<file path="config.mk">
export PLATFORM = sky130hd
export DESIGN_NAME = mdu_seq
export DESIGN_NICKNAME = d
export VERILOG_FILES = /design/src/rtl/mdu_pkg.sv /design/src/rtl/mdu_neg.sv /design/src/rtl/mdu_seq.sv
export SDC_FILE = /design/constraint.sdc
export NUM_CORES = 1
export LEC_CHECK = 0
export BUFFER_PORTS_ARGS = -buffer_cell sky130_fd_sc_hd__buf_2
export CORE_MARGIN = 5
export CORE_UTILIZATION = 42
export DETAILED_ROUTE_END_ITERATION = 12
export GPL_ROUTABILITY_DRIVEN = 0
export SLEW_MARGIN = 15
export SYNTH_ARGS = -nofsm -noshare
export SYNTH_HDL_FRONTEND = slang
export SYNTH_HIERARCHICAL = 1
export SYNTH_SLANG_ARGS = --single-unit
</file>
<file path="constraint.sdc">
create_clock -name clk -period 11.5 [get_ports clk]
set_input_delay 1.15 -clock clk [delete_from_list [all_inputs] [get_ports clk]]
set_output_delay 1.15 -clock clk [all_outputs]
set_load 0.05 [all_outputs]
</file>
<file path="src/rtl/mdu_pkg.sv">
// mdu_pkg: shared types and constants for the sequential multiply/divide unit.
//   mdu_op_t    : RV M-extension funct3 encodings
//   mdu_state_t : mdu_seq controller states
//   MDU_FUNCT7  : funct7 value that selects the M extension
package mdu_pkg;

  typedef enum logic [2:0] {
    OP_MUL    = 3'b000,
    OP_MULH   = 3'b001,
    OP_MULHSU = 3'b010,
    OP_MULHU  = 3'b011,
    OP_DIV    = 3'b100,
    OP_DIVU   = 3'b101,
    OP_REM    = 3'b110,
    OP_REMU   = 3'b111
  } mdu_op_t;

  typedef enum logic [1:0] {
    ST_IDLE  = 2'b00,
    ST_CALC  = 2'b01,
    ST_FIXUP = 2'b10,
    ST_DONE  = 2'b11
  } mdu_state_t;

  localparam logic [6:0] MDU_FUNCT7 = 7'b0000001;

  // Divide family is funct3[2]=1; remainder ops additionally have funct3[1]=1.
  function automatic logic op_is_div(mdu_op_t op);
    return op[2];
  endfunction

endpackage

</file>
<file path="src/rtl/mdu_neg.sv">
// mdu_neg: conditional two's-complement negator.
//   a   : value in
//   neg : 1 = output -a, 0 = pass a through
//   y   : result
module mdu_neg #(
  parameter int W = 32
) (
  input  logic [W-1:0] a,
  input  logic         neg,
  output logic [W-1:0] y
);

  assign y = neg ? (~a + {{(W-1){1'b0}}, 1'b1}) : a;

endmodule

</file>
<file path="src/rtl/mdu_seq.sv">
// mdu_seq: sequential RV M-extension multiply/divide unit.
// Shift-add multiply and restoring divide on operand magnitudes, one bit per
// CALC cycle, with a sign fix-up at the end.
//   clk     : clock, rising edge
//   reset   : asynchronous active-low reset
//   start   : request, sampled only in IDLE
//   funct3  : operation (mdu_op_t)
//   srcA    : rs1 (multiplicand / dividend)
//   srcB    : rs2 (multiplier / divisor)
//   kill    : abort operation in flight; blocks accept in IDLE
//   busy    : high in CALC, FIXUP, DONE
//   done    : one-cycle pulse, result valid
//   result  : result, held until the next accepted request
//
// state | meaning
// IDLE  | waiting for start
// CALC  | one product/quotient bit per cycle, XLEN cycles
// FIXUP | sign correction and result select
// DONE  | result registered, done pulses on the following cycle
module mdu_seq
  import mdu_pkg::*;
#(
  parameter int XLEN = 32
) (
  input  logic            clk,
  input  logic            reset,
  input  logic            start,
  input  logic [2:0]      funct3,
  input  logic [XLEN-1:0] srcA,
  input  logic [XLEN-1:0] srcB,
  input  logic            kill,
  output logic            busy,
  output logic            done,
  output logic [XLEN-1:0] result
);

  localparam int CNT_W = $clog2(XLEN) + 1;
  localparam int PW    = 2 * XLEN;

  mdu_state_t state_q, state_d;

  mdu_op_t         op_in, op_q;
  logic [XLEN-1:0] a_q, b_q;
  logic [PW-1:0]   prod_q;
  logic [CNT_W-1:0] cnt_q;
  logic            res_neg_q;
  logic [XLEN-1:0] result_q;
  logic            done_q;

  logic            accept;
  logic            a_signed, b_signed, neg_a, neg_b, res_neg;
  logic [XLEN-1:0] a_mag, b_mag;
  logic            div_zero, div_ovf, fast;
  logic [XLEN-1:0] fast_res;

  logic [XLEN:0]   mul_sum;
  logic [PW-1:0]   mul_next;
  logic [XLEN:0]   rem_shift, div_diff;
  logic [PW-1:0]   div_next;

  logic [PW-1:0]   fix_in, fix_out;
  logic [XLEN-1:0] fix_sel;

  assign op_in  = mdu_op_t'(funct3);
  assign accept = start && !kill && (state_q == ST_IDLE);

  // ---------------- accept-time operand conditioning ----------------
  always_comb begin
    a_signed = (op_in == OP_MULH) || (op_in == OP_MULHSU) ||
               (op_in == OP_DIV)  || (op_in == OP_REM);
    b_signed = (op_in == OP_MULH) || (op_in == OP_DIV) || (op_in == OP_REM);
    neg_a    = a_signed && srcA[XLEN-1];
    neg_b    = b_signed && srcB[XLEN-1];
    // Remainder takes the dividend's sign; everything else the product of signs.
    res_neg  = (op_in == OP_REM) ? neg_a : (neg_a ^ neg_b);
  end

  mdu_neg #(.W(XLEN)) u_neg_a (.a(srcA), .neg(neg_a), .y(a_mag));
  mdu_neg #(.W(XLEN)) u_neg_b (.a(srcB), .neg(neg_b), .y(b_mag));

  always_comb begin
    div_zero = op_is_div(op_in) && (srcB == '0);
    div_ovf  = ((op_in == OP_DIV) || (op_in == OP_REM)) &&
               (srcA == {1'b1, {(XLEN-1){1'b0}}}) && (srcB == '1);
    fast     = div_zero || div_ovf;
    if (div_zero) fast_res = op_in[1] ? srcA : '1;
    else          fast_res = op_in[1] ? '0 : {1'b1, {(XLEN-1){1'b0}}};
  end

  // ---------------- per-cycle datapath step ----------------
  // Multiply: prod_q = {acc, multiplier}; add multiplicand on LSB, shift right.
  // Divide:   prod_q = {rem, dividend}; shift left, trial-subtract divisor.
  always_comb begin
    mul_sum   = {1'b0, prod_q[PW-1:XLEN]} + {1'b0, (prod_q[0] ? a_q : {XLEN{1'b0}})};
    mul_next  = {mul_sum, prod_q[XLEN-1:1]};
    rem_shift = prod_q[PW-1:XLEN-1];
    div_diff  = rem_shift - {1'b0, b_q};
    if (div_diff[XLEN]) div_next = {rem_shift[XLEN-1:0], prod_q[XLEN-2:0], 1'b0};
    else                div_next = {div_diff[XLEN-1:0],  prod_q[XLEN-2:0], 1'b1};
  end

  // ---------------- fix-up ----------------
  always_comb begin
    if (!op_q[2])     fix_in = prod_q;
    else if (op_q[1]) fix_in = {{XLEN{1'b0}}, prod_q[PW-1:XLEN]};
    else              fix_in = {{XLEN{1'b0}}, prod_q[XLEN-1:0]};
  end

  mdu_neg #(.W(PW)) u_neg_fix (.a(fix_in), .neg(res_neg_q), .y(fix_out));

  assign fix_sel = ((op_q == OP_MUL) || op_q[2]) ? fix_out[XLEN-1:0]
                                                 : fix_out[PW-1:XLEN];

  // ---------------- FSM ----------------
  always_ff @(posedge clk or negedge reset) begin
    if (!reset) state_q <= ST_IDLE;
    else        state_q <= state_d;
  end

  always_comb begin
    state_d = state_q;
    unique case (state_q)
      ST_IDLE:  if (accept) state_d = fast ? ST_DONE : ST_CALC;
      ST_CALC: begin
        if (kill)                        state_d = ST_IDLE;
        else if (cnt_q == CNT_W'(1))     state_d = ST_FIXUP;
      end
      ST_FIXUP: state_d = kill ? ST_IDLE : ST_DONE;
      ST_DONE:  state_d = ST_IDLE;
      default:  state_d = ST_IDLE;
    endcase
  end

  // ---------------- datapath registers ----------------
  always_ff @(posedge clk or negedge reset) begin
    if (!reset) begin
      op_q      <= OP_MUL;
      a_q       <= '0;
      b_q       <= '0;
      prod_q    <= '0;
      cnt_q     <= '0;
      res_neg_q <= 1'b0;
      result_q  <= '0;
      done_q    <= 1'b0;
    end else begin
      done_q <= (state_q == ST_DONE) && !kill;
      if (accept) begin
        op_q      <= op_in;
        a_q       <= a_mag;
        b_q       <= b_mag;
        cnt_q     <= CNT_W'(XLEN);
        res_neg_q <= res_neg;
        prod_q    <= op_in[2] ? {{XLEN{1'b0}}, a_mag} : {{XLEN{1'b0}}, b_mag};
        if (fast) result_q <= fast_res;
      end else if (state_q == ST_CALC && !kill) begin
        cnt_q  <= cnt_q - {{(CNT_W-1){1'b0}}, 1'b1};
        prod_q <= op_q[2] ? div_next : mul_next;
      end else if (state_q == ST_FIXUP && !kill) begin
        result_q <= fix_sel;
      end
    end
  end

  assign busy   = (state_q != ST_IDLE);
  assign done   = done_q;
  assign result = result_q;

endmodule

</file>
**After elaboration in Yosys (flattened, before gate mapping)**

Index checks and enable logic that the tools add are counted.

- Bits in registers: 173
- Input bits: 71
- Word-level logic and storage cells: 88

- Add/sub/neg operators: 6
- Equal/unequal tests: 14
- Multiplexer cells: 28
- Bitwise operators: 4
- Reduce and logical (&&, ||, !) cells: 27

Operators by type and width:

| kind | number |
|---|---|
| $mux 32 | 13 |
| $mux 64 | 6 |
| $add 32x1->32 const B | 2 |
| $add 64x1->64 const B | 1 |
| $eq 32x32->1 const B | 2 |
| $not 32->32 | 2 |
| $not 64->64 | 1 |
| $add 32x32->33 | 1 |
| $sub 33x32->33 | 1 |
| $logic_not 32->1 | 1 |
| $mux 6 | 2 |
| $logic_and 1x1->1 | 10 |
| $mux 2 | 5 |
| $logic_or 1x1->1 | 8 |
| $pmux 2 s4 | 1 |
| $eq 3x3->1 const B | 2 |
| $eq 6x1->1 const B | 1 |
| $reduce_bool 2->1 | 3 |
| $sub 6x1->6 const B | 1 |
| $eq 2x2->1 const B | 2 |
| $ne 2x2->1 const B | 2 |
| $eq 3x1->1 const B | 1 |
| $eq 3x2->1 const B | 1 |
| $logic_not 3->1 | 1 |
| other kinds (9) | 9 |

**Logic depth before layout (Yosys ltp)**

Gate-level depths: netlist of run 1.

- Depth in word-level cells: 9
- Depth in mapped cells: 16

**Modules after synthesis**

The synthesis of run 1 kept the hierarchy.

Modules (own cells, without submodules):

| module | instances | cells an instance | area each (µm²) | sequential area each (µm²) |
|---|---|---|---|---|
| mdu_seq | 1 | 1640 | 13203.9 | 4329.2 |
| mdu_neg (u_neg_fix) | 1 | 206 | 1649.1 | 0.0 |
| mdu_neg (u_neg_a ...) | 2 | 99 | 777.0 | 0.0 |

**Worst setup path after synthesis of run 1**

OpenSTA, ideal clock, no wires.

- Kind: register to register
- From: register op_q[2]
- To: register result_q[23] (netlist: result[23])
- Library setup time: 77 ps
- Arrival time: 3553 ps
- Required time: 11423 ps
- Setup slack: 7869 ps
- Cell stages (with the launch flop): 15
- Clock period less this slack: 3631 ps
- Cells stage by stage: dfrtp_1 clkbuf_1 nand2_1 clkbuf_1 mux2_2 or4_4 nor4_4 nand4_4 buf_6 o31ai_1 xnor2_1 nand2_1 a21oi_1 a21oi_1 a21oi_1

- Longest elaborated chain between the ends: 8
- Elaborated cells on any way between the ends: 10
- Those cells by class: add/sub: 1; mux: 6; bitwise: 1; reduce/logical: 2

Ends and longest elaborated chain:

| element | line | RTL |
|---|---|---|
| start, declared | mdu_seq.sv:42 | `mdu_op_t op_in, op_q;` |
| start signal, assigned | mdu_seq.sv:148 | `op_q <= op_in;` |
| $mux 64 | mdu_seq.sv:104 | `if (!op_q[2]) fix_in = prod_q;` |
| net fix_in[20] | mdu_seq.sv:61 | `logic [PW-1:0] fix_in, fix_out;` |
| $not 64->64 | mdu_neg.sv:13 | `assign y = neg ? (~a + {{(W-1){1'b0}}, 1'b1}) : a;` |
| $add 64x1->64 | mdu_neg.sv:13 |  |
| $mux 64 | mdu_neg.sv:13 |  |
| net fix_out[55] | mdu_seq.sv:61 |  |
| $mux 32 | mdu_seq.sv:111 | `assign fix_sel = ((op_q == OP_MUL) \|\| op_q[2]) ? fix_out[XLEN-1:0]` |
| $mux 32 | mdu_seq.sv:158 | `end else if (state_q == ST_FIXUP && !kill) begin` |
| $mux 32 | mdu_seq.sv:155 | `end else if (state_q == ST_CALC && !kill) begin` |
| $mux 32 | mdu_seq.sv:147 | `if (accept) begin` |
| end signal, assigned | mdu_seq.sv:154 | `if (fast) result_q <= fast_res;` |
| end signal, assigned | mdu_seq.sv:159 | `result_q <= fix_sel;` |
| end, declared | mdu_seq.sv:47 | `logic [XLEN-1:0] result_q;` |

The timed path passes the listed nets, and every way through them passes these cells. The select of a mux whose other input is x is not followed.
A chain may end at the register's enable or synchronous reset.

**Worst setup path after layout of run 1**

- From: register op_q[2]
- To: register result_q[18] (netlist: result[18])

Same word-level chain as after synthesis.

==> impl_metrics.env, run 1 <==
export IMPL_slew_violations=0
export IMPL_clock_latency_ns=0.46
export IMPL_area_growth_pct=8.94
export IMPL_grt_usage_pct=25.8
export IMPL_hold_path_class="flip-flop to flip-flop"
export IMPL_core_sq_mm=0.0386
export IMPL_yosysUniqueCellTypes=94
export IMPL_worst_path_max_fanout=33
export IMPL_ant_nets=0
export IMPL_p_leak_nw=7.68
export IMPL_ir_drop_mv=0.152
export IMPL_worstPathArrival_ns=4.73
export IMPL_chipWidth_um=208
export IMPL_wl_per_cell_um=21.9
export IMPL_numCtsBuffers=17
export IMPL_dp_slack_ns=7.27
export IMPL_yosysWarnings=6
export IMPL_antenna_cells=0
export IMPL_maxSlewHeadroom_pct=22.9
export IMPL_ys_ff_latch=173
export IMPL_crit_path_end_kind="flip-flop"
export IMPL_yosys_most_used_dff="dfrtp_1"
export IMPL_setup_viol=0
export IMPL_cts_tree="done"
export IMPL_setup_ws_ns=7.16
export IMPL_yosysSeqAreaShare_pct=26.4
export IMPL_worstPathRequired_ns=11.89
export IMPL_finalCriticalPeriod_ns=4.34
export IMPL_synth_edf_count=0
export IMPL_tightest_slew_ns=1.16
export IMPL_io_buffers=104
export IMPL_die_h_um=208
export IMPL_first_pass_iters=5
export IMPL_grt_pass1_wl_um=89000
export IMPL_p_sw_share_pct=52.0
export IMPL_drv_cap=0
export IMPL_die_area_sq_mm=0.0431
export IMPL_numClockSinks=173
export IMPL_layout_drive_gt1_share_pct=13.2
export IMPL_combinationalPowerShare_pct=65.1
export IMPL_path_class="flip-flop to flip-flop"
export IMPL_post_cts_resized=0
export IMPL_fin_skew_ns=0.0114
export IMPL_htree_levels=4
export IMPL_grt_pass1_vias=15200
export IMPL_ios=105
export IMPL_fp_row_count=72
export IMPL_via_count=15700
export IMPL_cts_root_buf="clkbuf_16"
export IMPL_final_cell_mix="343 x nand2_1, 172 x a21oi_1, 171 x dfrtp_1, 150 x xnor2_1, 131 x o21ai_0"
export IMPL_syn_area_sq_mm=0.0164
export IMPL_postCtsHoldBufs=0
export IMPL_syn_inst=2044
export IMPL_top_layer="met4"
export IMPL_clock_path_buffers=2
export IMPL_outcome="finished clean"
export IMPL_post_dp_hpwl_um=43200
export IMPL_overflow=0
export IMPL_drt_wl_total_um=57000
export IMPL_wl_met1_um=25100
export IMPL_grt_max_degree=72
export IMPL_worstSetupStartpointType="flip-flop"
export IMPL_timing_final_crit_share_pct=37.7
export IMPL_final_common_cell="nand2_1"
export IMPL_pwr_share_seq_pct=22.9
export IMPL_start_util_pct=42.5
export IMPL_routed_via_density=6.05
export IMPL_hold_viol_final=0
export IMPL_antenna_found_initial=0
export IMPL_route_met3_wl_um=4080
export IMPL_syn_nets=2186
export IMPL_tns_ns=0
export IMPL_async_flop_share_pct=100
export IMPL_p_clk_share_pct=12.0
export IMPL_power_internal_mw=2.47
export IMPL_drc=0
export IMPL_nets=2211
export IMPL_drt_iter0_markers=1257
export IMPL_p_per_area_mw_per_mm2=287
export IMPL_fmax_ghz=0.230
export IMPL_avgSynthCellArea_sq_um=8.03
export IMPL_post_cts_buffers=0
export IMPL_path_clk_slew_ns=0.07
export IMPL_wl_met2_um=25900
export IMPL_p_sw_mw=2.67
export IMPL_rsz0062_at_grt="false"
layer usage:
metal  vias up  track usage, %
met1      7641            35.8
met4         0            8.58
met2       601            40.7
met5         -               0
li1       7402               -
met3        98            4.75
registers in the layout, indices dropped and copies added, names as in the netlist:
name and count:
a_q 32, b_q 32, cnt_q 6, done 1, op_q 3, prod_q 64
res_neg_q 1, result 32, state_q 2
worst paths after layout:
| kind | cells after the start | endpoint | startpoint | slack (ns) |
|---|---|---|---|---|
| setup reg to reg | 12 | result[18]$_DFFE_PN0P_ | op_q[2]$_DFFE_PN0P_ | 7.16 |
| max in group asynchronous | 3 | op_q[2]$_DFFE_PN0P_ | reset | 8.76 |
| hold / removal | 2 | a_q[20]$_DFFE_PN0P_ | a_q[20]$_DFFE_PN0P_ | 0.47 |
| min in group asynchronous | 1 | b_q[8]$_DFFE_PN0P_ | reset | 0.66 |
| setup / recovery | 12 | result[18]$_DFFE_PN0P_ | op_q[2]$_DFFE_PN0P_ | 7.16 |
| hold reg to reg | 2 | a_q[20]$_DFFE_PN0P_ | a_q[20]$_DFFE_PN0P_ | 0.47 |
power groups by stage:
stage | Clock (mW) | Sequential (mW) | Combinational (mW)
2_1_floorplan | 0 | 1.24 | 2.43
3_3_place_gp | 0 | 1.18 | 3.25
3_5_place_dp | 0 | 1.18 | 3.29
4_1_cts | 0.621 | 1.17 | 3.32
5_1_grt | 0.647 | 1.21 | 3.66
6_report | 0.614 | 1.18 | 3.34
cells in the mapped netlist, types with 43 or more instances:
cell | count | area [sq um]
dfrtp_1 | 173 | 4330
nand2b_1 | 49 | 307
ha_1 | 69 | 863
xnor2_1 | 150 | 1310
nor2b_1 | 43 | 269
o21ai_0 | 131 | 656
inv_1 | 69 | 259
mux2i_1 | 87 | 871
a21oi_1 | 172 | 861
nand2_1 | 343 | 1290
clkbuf_1 | 92 | 345
nor2_1 | 89 | 334
o31ai_1 | 43 | 323
kinds of logic (layout without fill, tap and decap cells):
family	count (synthesis)	in the layout	share of synthesized area, %
XOR/XNOR	173	173	9.24
multiplexers	118	118	7.46
adder cells (fa/ha/maj)	71	71	5.51
AND/OR/NAND/NOR	761	761	24.0
AO/OA/AOI/OAI	560	560	22.8
buffers and inverters	188	226	4.64
flip-flops	173	173	26.4
layout make-up:
class,count,area (sq um)
timing repair buffer,125,684
inverter,69,259
sequential,173,4330
fill,3889,20800
tap,518,648
multi-input combinational,1683,11400
clock inverter,15,160
clock buffer,17,425
worst max-delay path, cell delays in order, from the launching register on:
cell and delay, ns:
dfrtp_4 0.71, nand2_1 0.18, buf_4 0.39, mux2_2 0.42
or4_4 0.61, nor4_4 0.44, nand2b_1 0.19, o41ai_1 0.58
xnor2_1 0.18, nand2_1 0.06, a21oi_1 0.21, a21oi_1 0.09
a21oi_1 0.16
metrics by stage:
step           area [sq um]  std cells  util (%)  power, mW  hold WS [ns]
3_5_place_dp          17300       2568      44.7       4.48         0.457
5_1_grt               17900       2600      46.2       5.52         0.490
4_1_cts               17900       2600      46.2       5.11         0.474
2_1_floorplan         16400       2044         -       3.66         0.438
3_3_place_gp          17300       2568      44.7       4.44         0.453
6_report              17900       2600      46.2       5.14         0.474
(Power assumes the default switching activity.)
==> run 2: changes to the inputs <==
- ABC_AREA: not set -> 1
- clock period: 11.5 -> 4.4 ns (I/O delays scaled with it)
==> run 2 against run 1 <==
Against the previous run: the run now ends with hold timing left; final area increased by 19%; clock skew rose by 0.010 ns; sequential power grew to 2.7 times the previous value; highest routed layer unchanged.
==> impl_metrics.env, run 2 <==
export IMPL_outcome="complete, but fails checks"
export IMPL_violations="hold timing"
export IMPL_yosysMostFrequentCell="nand2_1"
export IMPL_finalCriticalPeriod_ns=3.27
export IMPL_avgSynthCellArea_sq_um=5.65
export IMPL_synth_top_cell_area_share_pct=24.6
export IMPL_ys_ff_latch=173
export IMPL_cts_root_buf="clkbuf_16"
export IMPL_drt_wl_total_um=82000
export IMPL_path_clk_slew_ns=0.08
export IMPL_grt_pass1_vias=20200
export IMPL_tightest_slew_ns=0.969
export IMPL_io_buffers=104
export IMPL_postCtsHoldBufs=0
export IMPL_regMostFlops="prod_q"
export IMPL_hold_path_class="primary input to async pin"
export IMPL_yosysSeqAreaShare_pct=22.0
export IMPL_chipWidth_um=226
export IMPL_worstPathRequired_ns=4.83
export IMPL_fin_skew_ns=0.0214
export IMPL_tns_ns=0
export IMPL_combinationalPowerShare_pct=72.3
export IMPL_clock_latency_ns=0.50
export IMPL_synth_edf_count=0
export IMPL_fp_row_count=79
export IMPL_syn_nets=3620
export IMPL_synth_top_area_cell="nand2_1"
export IMPL_numCtsBuffers=17
export IMPL_first_pass_iters=6
export IMPL_cts_tree="done"
export IMPL_p_sw_share_pct=60.3
export IMPL_power_internal_mw=6.91
export IMPL_overflow=0
export IMPL_maxSlewHeadroom_pct=35.0
export IMPL_wl_per_cell_um=19.8
export IMPL_worst_path_max_fanout=64
export IMPL_via_count=22700
export IMPL_ant_nets=0
export IMPL_setup_viol=0
export IMPL_reg2regPathDepth=16
export IMPL_ir_drop_mv=0.382
export IMPL_clock_path_buffers=2
export IMPL_post_dp_hpwl_um=65700
export IMPL_whs_ns=-0.0117
export IMPL_yosysUniqueCellTypes=48
export IMPL_r2r_start="op_q[2]$_DFFE_PN0P_"
export IMPL_nets=3658
export IMPL_drt_iter0_markers=2790
export IMPL_layout_drive_gt1_share_pct=7.88
export IMPL_p_clk_share_pct=9.4
export IMPL_htree_levels=4
export IMPL_ios=105
export IMPL_hold_viol_final=3
export IMPL_slew_violations=0
export IMPL_core_sq_mm=0.0465
export IMPL_post_cts_resized=0
export IMPL_yosys_most_used_dff="dfrtp_1"
export IMPL_startpoint="op_q[2]$_DFFE_PN0P_"
export IMPL_path_class="flip-flop to flip-flop"
export IMPL_synth_top_cells_by_count="1289 x nand2_1, 506 x inv_1, 404 x nor2_1"
export IMPL_p_total_mw=17.4
export IMPL_grt_usage_pct=31.2
export IMPL_synth_area_leaders="nand2_1 25%, dfrtp_1 22%, inv_1 9.7%, nor2_1 7.7%, nand3_1 6.0%"
export IMPL_grt_max_degree=88
export IMPL_async_flop_share_pct=100
export IMPL_routed_via_density=5.48
export IMPL_antenna_found_initial=0
export IMPL_die_h_um=226
export IMPL_p_sw_mw=10.5
export IMPL_worstSetupStartpointType="flip-flop"
export IMPL_syn_inst=3478
export IMPL_p_per_area_mw_per_mm2=815
export IMPL_final_cell_mix="1288 x nand2_1, 505 x inv_1, 403 x nor2_1, 237 x nand3_1, 213 x o21ai_0"
export IMPL_rsz0062_at_grt="false"
export IMPL_n_fill_cell=5191
export IMPL_syn_area_sq_mm=0.0197
export IMPL_p_leak_nw=11.9
export IMPL_die_area_sq_mm=0.0512
export IMPL_start_util_pct=42.3
export IMPL_crit_path_end_kind="flip-flop"
export IMPL_largest_reg_flops=64
export IMPL_drc=0
export IMPL_worstPathArrival_ns=3.70
export IMPL_antenna_cells=0
export IMPL_final_common_cell="nand2_1"
export IMPL_numClockSinks=173
export IMPL_fin_util_pct=45.9
export IMPL_pwr_share_seq_pct=18.3
export IMPL_area_growth_pct=8.46
export IMPL_grt_pass1_wl_um=123000
export IMPL_yosysWarnings=6
export IMPL_drv_cap=0
export IMPL_post_cts_buffers=0
export IMPL_timing_final_crit_share_pct=74.3
export IMPL_fmax_ghz=0.306
[run 2: changes by cell type after synthesis, sizes merged, moves of 43 or more]
cell / change
nand2: +965
nor2: +364
o21ai: +96
o31ai: -48
inv: +447
xnor2: -107
nand2b: -49
mux2i: -86
a21oi: -79
nor2b: -43
nand3: +207
[run 2: cells by family after synthesis]
group                    Yosys count  share of synthesized area (%)
AND/OR/NAND/NOR                 2103                           45.0
buffers and inverters            634                           12.5
AO/OA/AOI/OAI                    407                           11.8
flip-flops                       173                           22.0
XOR/XNOR                          89                           4.00
adder cells (fa/ha/maj)           71                           4.59
multiplexers                       1                         0.0509
[run 2: power by group through the flow]
stage | combinational (mW) | sequential (mW) | clock (mW)
global route | 13.8 | 3.22 | 1.71
detailed placement | 12.2 | 3.16 | 0
finish | 12.6 | 3.17 | 1.64
floorplan | 8.58 | 3.17 | 0
CTS | 12.3 | 3.14 | 1.66
global placement | 12.3 | 3.17 | 0
[run 2: stage by stage]
stage          cell area, sq um  setup WS (ns)  instances  hold WS, ns
2_1_floorplan             19700           1.55       3478        0.144
3_3_place_gp              20700           1.24       4104        0.466
3_5_place_dp              20700           1.26       4104        0.468
4_1_cts                   21300           1.24       4136       0.0235
5_1_grt                   21300          0.893       4136       0.0627
6_report                  21300           1.13       4136      -0.0117
[run 2: worst paths after layout]
check / endpoint / slack, ns
setup / recovery: result[28]$_DFFE_PN0P_ / 1.13
setup reg to reg: result[28]$_DFFE_PN0P_ / 1.13
max in group asynchronous: op_q[2]$_DFFE_PN0P_ / 3.37
min in group clk: done$_DFF_PN0_ / 0.16
hold / removal: prod_q[36]$_DFFE_PN0P_ / -0.01
hold reg to reg: a_q[5]$_DFFE_PN0P_ / 0.48
[run 2: worst max-delay path, stage by stage (launching register included)]
cell and delay [ns]:
dfrtp_4 0.47, nand2_1 0.06, buf_4 0.47, o21ai_0 0.33
nor2_1 0.41, nand2_1 0.09, nor2_1 0.17, nand2_1 0.07
nor2_1 0.18, nand3_1 0.10, nand2_1 0.08, nand2_1 0.05
nand2_1 0.11, o21ai_0 0.10, o22ai_1 0.34, nand2_1 0.09
nand2_1 0.07
[run 2: cell type report]
class	count	area, sq um	share of cell area [%]
clock buffer	17	425	1.99
clock inverter	15	179	0.839
inverter	517	1950	9.15
multi-input combinational	2671	12900	60.5
sequential	173	4330	20.3
tap	607	759	3.56
timing repair buffer	136	782	3.67
[run 2: metal layers]
layer  track usage, %  up-vias  part of all wire [%]
li1                 -    11000                     -
met1             45.5    10400                    44
met2             46.9     1181                    43
met3             4.79      167                   9.6
met4             11.4        0                   3.7
met5                0        -                     0
